## config.mk

```make
export PLATFORM = sky130hd
export DESIGN_NAME = serial_packet_tx
export DESIGN_NICKNAME = d
export VERILOG_FILES = /design/src/rtl/serial_pkt_pkg.sv /design/src/rtl/serial_packet_tx_bit_counter.sv /design/src/rtl/serial_packet_tx.sv
export SDC_FILE = /design/constraint.sdc
export NUM_CORES = 1
export LEC_CHECK = 0
export ABC_AREA = 1
export ABC_CLOCK_PERIOD_IN_PS = 5600
export BUFFER_PORTS_ARGS = -buffer_cell sky130_fd_sc_hd__buf_2
export CAP_MARGIN = 30
export CORE_MARGIN = 3
export CORE_UTILIZATION = 50
export DETAILED_ROUTE_END_ITERATION = 10
export GPL_TIMING_DRIVEN = 1
export PLACE_DENSITY = 0.71
export RECOVER_POWER = 50
export SYNTH_ARGS = -nofsm -noshare
export SYNTH_HDL_FRONTEND = slang
export SYNTH_HIERARCHICAL = 1
export SYNTH_SLANG_ARGS = --single-unit
```

## constraint.sdc

```tcl
create_clock -name clk -period 5.6 [get_ports clk]
set_input_delay 0.28 -clock clk [delete_from_list [all_inputs] [get_ports clk]]
set_output_delay 0.28 -clock clk [all_outputs]
set_load 0.02 [all_outputs]
```

## src/rtl/serial_pkt_pkg.sv

```systemverilog
// Shared definitions for the serial packet transmitter and its receiver.
// Field widths, FSM state encoding and the idle line level.
package serial_pkt_pkg;

   localparam int PORT_W = 2;
   localparam int CNT_W = 4;
   localparam int DATA_W = 15;
   localparam logic IDLE_LVL = 1'b1;

   typedef enum logic [2:0] {
      IDLE,
      START,
      PORT,
      COUNT,
      DATA,
      PAR
   } tx_state_t;

endpackage

```

## src/rtl/serial_packet_tx_bit_counter.sv

```systemverilog
// Loadable down-counter used to index the port, count and payload fields.
// Load wins over decrement; the count stops at zero.
module tx_bit_counter #(
   parameter int W = 4
) (
   input  logic         clk,
   input  logic         rst,
   input  logic         clk_en,
   input  logic         load,
   input  logic         dec,
   input  logic [W-1:0] load_val,
   output logic [W-1:0] cnt,
   output logic         zero
);

   always_ff @(posedge clk) begin
      if (!rst) begin
         cnt <= '0;
      end else if (clk_en) begin
         if (load) begin
            cnt <= load_val;
         end else if (dec && cnt != '0) begin
            cnt <= cnt - W'(1);
         end
      end
   end

   assign zero = (cnt == '0);

endmodule

```

## src/rtl/serial_packet_tx.sv

```systemverilog
// Serial packet transmitter: start bit, port, count, payload, MSB first.
// Optional trailing even-parity bit with `define SERIAL_TX_PARITY_EN.
module serial_packet_tx #(
   parameter int PORT_W = 2,
   parameter int CNT_W = 4,
   parameter int DATA_W = 15
) (
   input  logic              clk,
   input  logic              rst,
   input  logic              clk_en,
   input  logic              start,
   input  logic [PORT_W-1:0] port_num,
   input  logic [CNT_W-1:0]  num_data,
   input  logic [DATA_W-1:0] data,
   output logic              serout,
   output logic              busy,
   output logic              done
);

   import serial_pkt_pkg::*;

`ifdef SERIAL_TX_PARITY_EN
   localparam tx_state_t LAST_ST = PAR;
`else
   localparam tx_state_t LAST_ST = IDLE;
`endif

   tx_state_t         state_q;
   tx_state_t         state_n;
   logic [PORT_W-1:0] port_q;
   logic [CNT_W-1:0]  num_q;
   logic [DATA_W-1:0] data_q;
   logic              serout_q;
   logic              serout_n;
   logic              busy_q;
   logic              busy_n;
   logic              done_q;
   logic              done_n;
   logic              cap;
   logic              ld;
   logic              dec;
   logic [CNT_W-1:0]  ld_val;
   logic [CNT_W-1:0]  cnt;
   logic [CNT_W-1:0]  sel;
   logic              zero;
   logic              fbit;

   tx_bit_counter #(
      .W(CNT_W)
   ) u_cnt (
      .clk      (clk),
      .rst      (rst),
      .clk_en   (clk_en),
      .load     (ld),
      .dec      (dec),
      .load_val (ld_val),
      .cnt      (cnt),
      .zero     (zero)
   );

   always_comb begin
      state_n = state_q;
      cap = 1'b0;
      ld = 1'b0;
      dec = 1'b0;
      ld_val = '0;
      if (clk_en) begin
         unique case (state_q)
            IDLE: begin
               if (start) begin
                  cap = 1'b1;
                  state_n = START;
               end
            end
            START: begin
               state_n = PORT;
               ld = 1'b1;
               ld_val = CNT_W'(PORT_W - 1);
            end
            PORT: begin
               if (zero) begin
                  state_n = COUNT;
                  ld = 1'b1;
                  ld_val = CNT_W'(CNT_W - 1);
               end else begin
                  dec = 1'b1;
               end
            end
            COUNT: begin
               if (!zero) begin
                  dec = 1'b1;
               end else if (num_q != '0) begin
                  state_n = DATA;
                  ld = 1'b1;
                  ld_val = num_q - CNT_W'(1);
               end else begin
                  state_n = LAST_ST;
               end
            end
            DATA: begin
               if (!zero) begin
                  dec = 1'b1;
               end else begin
                  state_n = LAST_ST;
               end
            end
            default: state_n = IDLE;
         endcase
      end
   end

   // The counter value always names the bit currently on the line,
   // so the next bit is the loaded index or the one below it.
   always_comb begin
      sel = ld ? ld_val : (cnt - CNT_W'(1));
      fbit = 1'b0;
      for (int i = 0; i < PORT_W; i++) begin
         if (state_n == PORT && sel == CNT_W'(i)) fbit = port_q[i];
      end
      for (int i = 0; i < CNT_W; i++) begin
         if (state_n == COUNT && sel == CNT_W'(i)) fbit = num_q[i];
      end
      for (int i = 0; i < DATA_W; i++) begin
         if (state_n == DATA && sel == CNT_W'(i)) fbit = data_q[i];
      end
   end

   always_comb begin
      serout_n = serout_q;
      busy_n = (state_n != IDLE);
      done_n = clk_en && (state_q != IDLE) && (state_n == IDLE);
      if (clk_en) begin
         unique case (state_n)
            START: serout_n = 1'b0;
            PORT, COUNT, DATA: serout_n = fbit;
`ifdef SERIAL_TX_PARITY_EN
            PAR: serout_n = ^(data_q &
               ((DATA_W'(1) << num_q) - DATA_W'(1)));
`endif
            default: serout_n = IDLE_LVL;
         endcase
      end
   end

   always_ff @(posedge clk) begin
      if (!rst) begin
         state_q <= IDLE;
         serout_q <= IDLE_LVL;
         busy_q <= 1'b0;
         done_q <= 1'b0;
         port_q <= '0;
         num_q <= '0;
         data_q <= '0;
      end else begin
         state_q <= state_n;
         serout_q <= serout_n;
         busy_q <= busy_n;
         done_q <= done_n;
         if (cap) begin
            port_q <= port_num;
            num_q <= num_data;
            data_q <= data;
         end
      end
   end

   assign serout = serout_q;
   assign busy = busy_q;
   assign done = done_q;

endmodule
```

## Yosys cells after proc, flatten, opt, wreduce, memory -nomap -nowiden

Index checks and enable logic that the tools add are counted.

- Register bits: 31
- Output and inout bits: 3

- Equality and inequality tests: 22
- Reductions and logical operators: 36
- $add $sub $neg: 2
- Multiplexer cells: 48

Operators by type and width:

| kind | number |
|---|---|
| 1-bit two-way mux | 31 |
| 4-bit == test (second input constant) | 7 |
| 1-bit logical AND | 24 |
| 4-bit two-way mux | 6 |
| 3-bit two-way mux | 6 |
| 4-bit by 3-bit == test with 1-bit output (second input constant) | 4 |
| 3-bit one-hot mux with 5 select lines | 1 |
| 3-bit by 2-bit == test with 1-bit output (second input constant) | 4 |
| 4-bit one-hot mux with 3 select lines | 1 |
| 4-bit by 2-bit == test with 1-bit output (second input constant) | 2 |
| 4-bit logical NOT | 2 |
| 4-bit nonzero test | 2 |
| 4-bit by 1-bit subtractor with 4-bit output (second input constant) | 2 |
| 3-bit by 1-bit == test with 1-bit output (second input constant) | 2 |
| 3-bit == test (second input constant) | 2 |
| 3-bit logical NOT | 2 |
| 3-bit nonzero test | 2 |
| 3-bit OR reduction | 2 |
| 4-bit by 1-bit == test with 1-bit output (second input constant) | 1 |
| 1-bit one-hot mux with 3 select lines | 1 |
| 2-bit two-way mux | 1 |
| 1-bit one-hot mux with 2 select lines | 1 |
| 2-bit AND reduction | 1 |
| 2-bit nonzero test | 1 |

## Longest topological paths before layout

Gate-level depths: netlist of run 1.

- Depth after elaboration: 30
- Depth in mapped cells: 30
- Depth with buffers taken out: 30

## Hierarchy

Netlist of run 1, hierarchy kept.

Modules (own cells, without submodules):

| module | cells an instance | seq. area each (um^2) | area each (um^2) | instances |
|---|---|---|---|---|
| serial_packet_tx | 268 | 540.5 | 1775.5 | 1 |
| tx_bit_counter | 47 | 80.1 | 282.8 | 1 |

## Worst setup path before layout of run 1

No wires, ideal clock.

- Kind: register to register
- Start point: register u_cnt.cnt[0]
- End point: register serout_q (netlist: serout)
- Setup slack: 3.117 ns
- Arrival: 2.368 ns
- Library setup time: 0.115 ns
- Cell stages (with the launch flop): 24
- Required time: 5.485 ns
- Period minus slack after synthesis: 2.483 ns
- Path through: dfxtp_1 > inv_1 > ha_1 > nand3_2 > inv_1 > nand2_1 > inv_2 > nand3_4 > nand2_1 > a21oi_2 > nor2_4 > nand2_2 > nor2_1 > a31o_2 > inv_2 > nand4_1 > nand2_1 > nand4_1 > nand2_1 > nand4_1 > nand2_1 > nand2_1 > nand2_1 > nand2_1

- Word-level cells in the longest chain between the ends: 29
- Elaborated cells between the ends (all ways): 79
- Classes of those cells: add/sub (1); eq/ne (18); mux (36); reduce/logical (24)

Ends and longest elaborated chain:

| item | RTL line | RTL |
|---|---|---|
| start: declaration | serial_packet_tx_bit_counter.sv:12 | `output logic [W-1:0] cnt,` |
| start signal: assignment | serial_packet_tx_bit_counter.sv:21 | `cnt <= load_val;` |
| start signal: assignment | serial_packet_tx_bit_counter.sv:23 | `cnt <= cnt - W'(1);` |
| 4-bit logical NOT * | serial_packet_tx_bit_counter.sv:28 | `assign zero = (cnt == '0);` |
| named net zero | serial_packet_tx.sv:45 | `logic zero;` |
| 4-bit two-way mux, or another cell as far along | serial_packet_tx.sv:90 | `if (!zero) begin` |
| 4-bit one-hot mux with 3 select lines or 1-bit one-hot mux with 3 select lines (tied branches) | serial_packet_tx.sv:68 | `unique case (state_q)` |
| 4-bit two-way mux or 1-bit two-way mux (tied branches) | serial_packet_tx.sv:67 | `if (clk_en) begin` |
| 4-bit two-way mux | serial_packet_tx.sv:115 | `sel = ld ? ld_val : (cnt - CNT_W'(1));` |
| 4-bit logical NOT | serial_packet_tx.sv:118, serial_packet_tx.sv:121, serial_packet_tx.sv:124 |  |
| 1-bit logical AND | serial_packet_tx.sv:118 | `if (state_n == PORT && sel == CNT_W'(i)) fbit = port_q[i];` |
| 1-bit two-way mux (2 in a row) | serial_packet_tx.sv:118 |  |
| 1-bit two-way mux (4 in a row) | serial_packet_tx.sv:121 | `if (state_n == COUNT && sel == CNT_W'(i)) fbit = num_q[i];` |
| 1-bit two-way mux (15 in a row) | serial_packet_tx.sv:124 | `if (state_n == DATA && sel == CNT_W'(i)) fbit = data_q[i];` |
| 1-bit one-hot mux with 2 select lines * | serial_packet_tx.sv:133 | `unique case (state_n)` |
| end signal: assignment | serial_packet_tx.sv:156 | `serout_q <= serout_n;` |
| end: declaration | serial_packet_tx.sv:33 | `logic serout_q;` |

The timed path passes the listed nets; every way through them passes the cells marked *.
A chain may end at the register's enable or synchronous reset.

## Worst setup path in the final report of run 1

Same ends and word-level chain as after synthesis.

==> flow_summary.rst, run 1 <==
.. list-table::
   :header-rows: 1

   * - Metric
     - Value
   * - Worst Reg2Reg Path Length in Cells
     - 28
   * - Min-delay worst type
     - input pin to flop
   * - Overall overflow remaining after global route
     - 0
   * - Total track usage
     - 0.2008
   * - Number of slew-limit violations in the final report
     - 0
   * - Sequential standard cell area
     - 620.6 sq um
   * - Count of state elements after synthesis
     - 31
   * - Number of design-rule violations left by the first detailed-router iteration
     - 92
   * - Overall die height
     - 70.16 microns
   * - Area of the core
     - 3826 sq um
   * - Worst-path cell with the longest stage delay
     - dfxtp_1
   * - Antenna-violating nets left
     - 0
   * - Required time of the critical path
     - 5.78 ns
   * - Post-CTS Repair Setup Buffers
     - 0
   * - Placed Instance Area
     - 2228 sq um
   * - Port Buffers
     - 27
   * - Cell depth of the worst setup path
     - 28
   * - Clk Latency, worst-skew pair
     - 0.28 ns
   * - Least-Margin Pin Slew
     - 1.443 ns
   * - 1st-pass router iterations
     - 4
   * - CTS root buffer
     - clkbuf_8
   * - DP Cell Count
     - 383
   * - Buf/Inv on CP
     - 3
   * - Setup repair after global routing missed its margin
     - no
   * - Number of cells on the worst hold path
     - 3
   * - Diodes inserted
     - 0
   * - Proportion of synthesized chip area in sequential cells
     - 0.3015
   * - Vias
     - 2,006
   * - Number of sinks driven by the clock tree
     - 31
   * - Fill cell total of the finished layout
     - 378
   * - Cell repeated most along the worst path
     - nand2_1
   * - Vias per cell
     - 5.130
   * - Residual DRC
     - 0
   * - Element type at the critical path start
     - flop
   * - H-tree depth
     - 2
   * - Global-route wire length before repair
     - 8176 microns
   * - Post_cts resized
     - 0
   * - Setup TNS after final layout
     - 0 ns
   * - Final Hold Slack
     - 0.2754 ns
   * - Register clock-pin slew on the reported worst setup and hold paths
     - 0.07 ns
   * - CTS tree
     - yes
   * - Antenna violations before repair
     - 0
   * - Cells after Synth
     - 315
   * - Inserted Clock Buffers
     - 5
   * - Max Root-Sink Buffers
     - 2
   * - CP max stage delay
     - 0.38 ns
   * - Final HPWL from detailed placement
     - 3468 microns
   * - Multi-input gate area in the final layout
     - 1207 sq um
   * - Crit path time final
     - 2.764 ns
   * - Skew final
     - 0.006101 ns
   * - Maximum frequency from static timing analysis
     - 361.7 MHz
   * - Final std cell area, no fill
     - 2306 sq um
   * - Share of final-layout standard cells stronger than drive strength 1
     - 0.2128
   * - Dominant delay contributor by cell family on the critical path
     - simple AND/OR/NAND/NOR gates
   * - Static leakage
     - 0.9967 nW
   * - Top Ports
     - 28
   * - Wirelength per Cell
     - 11.44 microns
   * - Largest driver fanout on the critical path
     - 5
   * - Final Core Density
     - 0.6027
   * - Worst slew margin
     - 0.03821
   * - Maximum number of pins on one net before global-route repair
     - 43
   * - Chip Width
     - 70.16 microns
   * - Post-route fraction of the period consumed by the critical path
     - 0.4936
   * - Worst setup EP type
     - flop
   * - Run status
     - finished, final reports clean
   * - Mean post-synth cell area
     - 6.534 sq um
   * - Number of cell rows
     - 22
   * - Endpoints failing setup
     - 0
   * - Final Hold Violating Endpoints
     - 0
   * - Cell Area, Synth
     - 2058 sq um
   * - Worst ir drop on vdd
     - 0.1693 mV
   * - Areal power density over the cells
     - 234.0 nW/um^2
   * - DIE AREA
     - 4922 sq um
   * - Routed wire length
     - 4472 microns
   * - Synth unique cells
     - 30
   * - Vias in the first global route
     - 1,864
   * - Routability cong.
     - 0.9136
   * - Synth-to-Final Area Change
     - 12.04%
   * - Reported max-cap violation count
     - 0
   * - WS Path Type
     - flop to flop
   * - Finished Layout Cells
     - 391
   * - Starting density of the core
     - 0.5379
   * - CTS Hold Bufs
     - 0
   * - Data arrival time of the critical path
     - 2.94 ns
   * - Layout net count
     - 371
   * - Syn_nets
     - 344
   * - Number of warnings printed during yosys synthesis
     - 6
-- cells by family (layout without fill, tap and decap cells) --
| family | after synthesis | after routing | share of synthesized area |
|---|---|---|---|
| compound gates | 64 | 64 | 0.1714 |
| flops | 31 | 31 | 0.3015 |
| simple gates | 153 | 153 | 0.3781 |
| xor+xnor | 3 | 3 | 0.01277 |
| fa+ha+maj | 4 | 4 | 0.02432 |
| buf+inv | 60 | 88 | 0.1118 |
-- final cells by class --
| class | instances | share of cell area |
|---|---|---|
| Multi-Input combinational cell | 224 | 0.5236 |
| Sequential cell | 31 | 0.2691 |
| Inverter | 52 | 0.08573 |
| Timing Repair Buffer | 28 | 0.05860 |
| Clock buffer | 6 | 0.03147 |
| Tap cell | 48 | 0.02604 |
| Clock inverter | 2 | 0.005426 |
-- cells in the final DEF (no fill, tap or decap), drive strengths merged --
cell type,count
a211oi,1
a21oi,33
a31o,1
buf,24
clkbuf,10
clkinv,1
clkinvlp,1
dfxtp,31
ha,4
inv,52
nand2,71
nand3,25
nand4,11
nor2,40
nor3,5
nor4,1
o21ai,29
xnor2,1
xor2,2
-- per-layer routing --
metal  part of all wire  wire [microns]  track usage  up-vias
li1                   -               -            -     1072
met1               0.50            2228       0.2873      874
met2               0.44            1974       0.3064       58
met3              0.055             246      0.04460        2
met4             0.0049              22      0.04681        0
met5                  0               0            0        -
-- sequential cells by signal (all words and copies together) (netlist names) --
register and count:
busy 1, data_q 15, serout 1, done 1, num_q 4, port_q 2, state_q 3, u_cnt/cnt 4
-- cells in the mapped netlist, drive strengths merged --
master  number  area [sq um]
nand2       71         335.3
inv         52         197.7
nor2        40         180.2
a21oi       33         183.9
dfxtp       31         620.6
o21ai       29         152.7
nand3       25         157.7
nand4       11         68.82
clkbuf       7         27.52
nor3         5         30.03
ha           4         50.05
xor2         2         17.52
a211oi       1         7.510
a31o         1         8.760
buf          1         5.000
nor4         1         6.260
xnor2        1         8.760
-- where the power goes --
group | internal, mW | total, mW | switching (mW)
registers | 0.236 | 0.246 | 0.00995
clock network | 0.0866 | 0.167 | 0.0804
logic | 0.0419 | 0.127 | 0.0847
-- path summary, 6_finish.rpt --
path                                                 from                      to  slack (ns)
worst min-delay path                          port_num[0]  port_q[0]$_SDFFE_PN0P_        0.28
worst min register to register     port_q[0]$_SDFFE_PN0P_  port_q[0]$_SDFFE_PN0P_        0.45
worst max register to register  u_cnt/cnt[0]$_SDFFE_PN0P_     serout$_SDFFE_PN1P_        2.84
worst max-delay path            u_cnt/cnt[0]$_SDFFE_PN0P_     serout$_SDFFE_PN1P_        2.84
-- worst min-delay path: stages --
cell and delay [ns]:
buf_2 0.07, o21ai_0 0.07, a21oi_1 0.10
-- metrics by stage --
stage / setup WS, ns / power, mW
global placement: 2.907 / 0.3765
global route: 2.440 / 0.5740
CTS: 2.842 / 0.5440
floorplan: 3.117 / 0.3469
detailed placement: 2.841 / 0.3775
finish: 2.836 / 0.5397
No activity file was read; power rests on OpenSTA's default activity.
==> inputs of run 2 (changes only) <==
--- a/config.mk
+++ b/config.mk
@@ -5,15 +5,15 @@
 export SDC_FILE = /design/constraint.sdc
 export NUM_CORES = 1
 export LEC_CHECK = 0
-export ABC_AREA = 1
-export ABC_CLOCK_PERIOD_IN_PS = 5600
+export ABC_AREA = 0
+export ABC_CLOCK_PERIOD_IN_PS = 2400
 export BUFFER_PORTS_ARGS = -buffer_cell sky130_fd_sc_hd__buf_2
 export CAP_MARGIN = 30
 export CORE_MARGIN = 3
 export CORE_UTILIZATION = 50
 export DETAILED_ROUTE_END_ITERATION = 10
 export GPL_TIMING_DRIVEN = 1
-export PLACE_DENSITY = 0.71
+export PLACE_DENSITY = 0.73
 export RECOVER_POWER = 50
 export SYNTH_ARGS = -nofsm -noshare
 export SYNTH_HDL_FRONTEND = slang
==> constraint.sdc (replaced) <==
create_clock -name clk -period 2.4 [get_ports clk]
set_input_delay 0.12 -clock clk [delete_from_list [all_inputs] [get_ports clk]]
set_output_delay 0.12 -clock clk [all_outputs]
set_load 0.02 [all_outputs]
==> run 2 against run 1 <==
  * The run now ends with setup timing left
  * Sequential share of layout area down 5.0 points
  * Register-to-register slack got worse by 3.0 ns
  * Cell count rose by 1.0%
  * Clock-buffer cell count is 1 lower
  * Combinational power up 140%
  * Die area rose by 7.4%
  * Sequential power rose by 130%
  * Critical path type unchanged
  * Highest routed layer unchanged
==> flow_summary.rst, run 2 <==
.. list-table::
   :header-rows: 1

   * - Metric
     - Value
   * - Count of state elements after synthesis
     - 31
   * - Most frequent standard cell in the layout excluding fill and tap cells
     - nand2_1
   * - Minimum setup slack in the final design
     - -0.2120 ns
   * - Number of cell rows
     - 23
   * - DP Cell Count
     - 382
   * - Share of flip-flops with an asynchronous set or reset after synthesis
     - 0
   * - Crit path time final
     - 2.612 ns
   * - Residual DRC
     - 0
   * - Vias in the first global route
     - 2,163
   * - Overall die height
     - 72.70 microns
   * - Post-placement worst setup slack
     - -0.2120 ns
   * - Fraction of the mapped netlist area in compound gates
     - 0.2868
   * - CTS tree
     - yes
   * - Synth unique cells
     - 70
   * - Worst ir drop on vdd
     - 0.3565 mV
   * - Regs by FF count
     - data_q x15, num_q x4, u_cnt/cnt x4
   * - CTS root buffer
     - clkbuf_8
   * - Number of design-rule violations left by the first detailed-router iteration
     - 88
   * - Inserted Clock Buffers
     - 5
   * - Crit path launch
     - u_cnt/cnt[0]$_SDFFE_PN0P_
   * - Most instantiated cells after synthesis
     - nand2_1, dfxtp_1, a21boi_0, nor2_1, inv_1
   * - Most instantiated flip-flop cell in the synthesis netlist
     - dfxtp_1
   * - Largest family of logic cells by synthesized area
     - compound AO/OA/AOI/OAI gates
   * - Area of the core
     - 4144 sq um
   * - Cell Area, Synth
     - 2225 sq um
   * - Min-delay worst type
     - input pin to flop
   * - Top Ports
     - 28
   * - Area share of fa/ha/maj cells after synthesis
     - 0.02250
   * - Post-route fraction of the period consumed by the critical path
     - 1.088
   * - Diodes inserted
     - 0
   * - 1st-pass router iterations
     - 4
   * - Maximum number of pins on one net before global-route repair
     - 31
   * - Area share of the largest cell type after synthesis
     - 0.2790
   * - Total track usage
     - 0.2444
   * - Flop2flop setup slack
     - -0.21 ns
   * - Switching power summed over all nets
     - 0.3895 mW
   * - Layout net count
     - 373
   * - Least-Margin Pin Slew
     - 0.4120 ns
   * - Cell accounting for the most synthesized area
     - dfxtp_1
   * - Number of slew-limit violations in the final report
     - 0
   * - Worst slew margin
     - 0.7233
   * - Routed wire length
     - 5856 microns
   * - Int Power
     - 0.8859 mW
   * - Largest driver fanout on the critical path
     - 5
   * - Register clock-pin slew on the reported worst setup and hold paths
     - 0.07 ns
   * - Chip Width
     - 72.70 microns
   * - Areal power density over the cells
     - 445.9 nW/um^2
   * - Antenna-violating nets left
     - 0
   * - Max reg flops
     - 15
   * - Global-route wire length before repair
     - 10,120 microns
   * - Share of the synthesized netlist area taken by xor and xnor gates
     - 0.01969
   * - Violated checks
     - setup timing
   * - Number of warnings printed during yosys synthesis
     - 6
   * - Maximum frequency from static timing analysis
     - 382.9 MHz
   * - Final Hold Slack
     - 0.07248 ns
   * - Clk Latency, worst-skew pair
     - 0.29 ns
   * - Cells after Synth
     - 278
   * - Largest register by flop count
     - data_q
   * - Share of final-layout standard cells stronger than drive strength 1
     - 0.3275
   * - Starting density of the core
     - 0.5368
   * - Setup repair after global routing missed its margin
     - yes
   * - Skew final
     - 0.004293 ns
   * - Final Hold Violating Endpoints
     - 0
   * - Dominant cell by count in the synthesized netlist
     - nand2_1
   * - Vias per cell
     - 5.577
   * - Worst setup EP type
     - flop
   * - Terminus of the critical flop-to-flop path
     - serout$_SDFFE_PN1P_
   * - Data arrival time of the critical path
     - 2.80 ns
   * - Leading cell types in the layout, fill and taps excluded
     - nand2_1, buf_4, dfxtp_1
   * - Endpoints failing setup
     - 1
   * - Run status
     - finished, violations left
   * - Min-delay src
     - data[4]
   * - CTS Hold Bufs
     - 0
   * - Finished Layout Cells
     - 395
   * - Sequential standard cell area
     - 625.6 sq um
   * - Reported max-cap violation count
     - 0
   * - Max Root-Sink Buffers
     - 2
   * - H-tree depth
     - 2
   * - Required time of the critical path
     - 2.58 ns
   * - Mean post-synth cell area
     - 8.002 sq um
   * - Switch share
     - 0.3054
   * - Worst Reg2Reg Path Length in Cells
     - 12
   * - Share of cell area taken by muxes after synthesis
     - 0.04049
   * - Share of total power in sequential cells
     - 0.434
   * - Relative contribution of the clock network to total power
     - 0.325
   * - Routability cong.
     - 0.9388
   * - WS Path Type
     - flop to flop
   * - Antenna violations before repair
     - 0
   * - Static leakage
     - 1.124 nW
   * - Vias
     - 2,203
   * - Total Power
     - 1.275 mW
   * - Fill cell total of the finished layout
     - 364
   * - Syn_nets
     - 307
   * - Number of cells on the worst hold path
     - 3
   * - Combinational fraction of design power
     - 0.240
   * - Cells taking the most area after synthesis
     - dfxtp_1, nand2_1, a21boi_0
   * - Number of enable-type register cells in the synthesized netlist
     - 0
   * - Overall overflow remaining after global route
     - 0
   * - DIE AREA
     - 5285 sq um
   * - Setup TNS after final layout
     - -0.2120 ns
   * - Element type at the critical path start
     - flop
   * - Hold-critical path endpoint
     - data_q[4]$_SDFFE_PN0P_
   * - Origin of the critical flop-to-flop path
     - u_cnt/cnt[0]$_SDFFE_PN0P_
   * - Proportion of synthesized chip area in sequential cells
     - 0.2790
   * - Final HPWL from detailed placement
     - 4295 microns
   * - Number of sinks driven by the clock tree
     - 31
   * - Simple-gate share of the synthesized area
     - 0.2852
   * - Port Buffers
     - 27
   * - Wirelength per Cell
     - 14.83 microns
   * - Multi-input gate area in the final layout
     - 1536 sq um
   * - Synth-to-Final Area Change
     - 28.57%
[run 2: cell types whose count changed after synthesis, sizes merged, moves of 3 or more]
| cell | delta |
|---|---|
| nand4 | -10 |
| a21boi | +22 |
| nand3 | -13 |
| inv | -39 |
| buf | +7 |
| o21ai | -19 |
| o21a | +4 |
| o311a | +3 |
| a21oi | -20 |
| nand2 | -10 |
| mux2i | +9 |
| nor3 | +3 |
| and2 | +5 |
| nor2 | -26 |
[run 2: area by class of cell]
class                           instances  area share
Timing Repair Buffer                   73      0.1737
Clock buffer                            5     0.02406
Inverter                               13     0.01794
Sequential cell                        31      0.2187
Multi-Input combinational cell        220      0.5372
Tap cell                               50     0.02187
Clock inverter                          3    0.006562
[run 2: logic make-up after synthesis]
family | count (synthesis)
multiplexers | 9
AND/OR/NAND/NOR | 123
XOR/XNOR | 5
buffers and inverters | 27
flip-flops | 31
adder cells (fa/ha/maj) | 4
AO/OA/AOI/OAI | 79
[run 2: repair_timing]
item	CTS	global route
pin swaps	6	2
setup buffers	5	0
endpoints found under the setup margin	1	2
resized for setup	7	6
[run 2: worst max-delay path by stage]
stage	endpoint	slack, ns	cells after the start
floorplan	serout$_SDFFE_PN1P_	-0.17	13
global placement	serout$_SDFFE_PN1P_	-0.16	12
detailed placement	serout$_SDFFE_PN1P_	-0.21	12
CTS	serout$_SDFFE_PN1P_	-0.16	10
global route	serout$_SDFFE_PN1P_	-0.34	12
finish	serout$_SDFFE_PN1P_	-0.21	12
[run 2: stage by stage]
step | area (sq um) | util
final | 2860 | 0.6902
after global routing | 2860 | 0.6902
after CTS | 2840 | 0.6854
after detailed placement | 2656 | 0.6410
after global placement | 2656 | 0.6410
after floorplan | 2247 | -
[run 2: worst max-delay path, stage by stage, from the launching register on]
cell	delay (ns)
dfxtp_4	0.34
inv_1	0.04
ha_2	0.17
nor3b_4	0.17
and4b_2	0.29
a21oi_4	0.23
inv_4	0.09
o22ai_4	0.16
nand2_2	0.11
o311a_1	0.35
a2111oi_4	0.33
o21ai_1	0.10
o211a_1	0.11
[run 2: power by group through the flow]
| stage | Combinational [mW] | Sequential (mW) | Clock (mW) |
|---|---|---|---|
| floorplan | 0.178 | 0.567 | 0 |
| global placement | 0.277 | 0.565 | 0 |
| detailed placement | 0.281 | 0.566 | 0 |
| CTS | 0.302 | 0.554 | 0.431 |
| global route | 0.338 | 0.557 | 0.458 |
| finish | 0.307 | 0.554 | 0.415 |
[run 2: per-layer routing]
layer  global-route usage  vias up  routed length (microns)
met5                    0        -                        0
met4               0.1148        0                      237
met3              0.05923       24                      280
met2               0.3778       51                     2642
met1               0.3193     1002                     2695
li1                     -     1126                        -
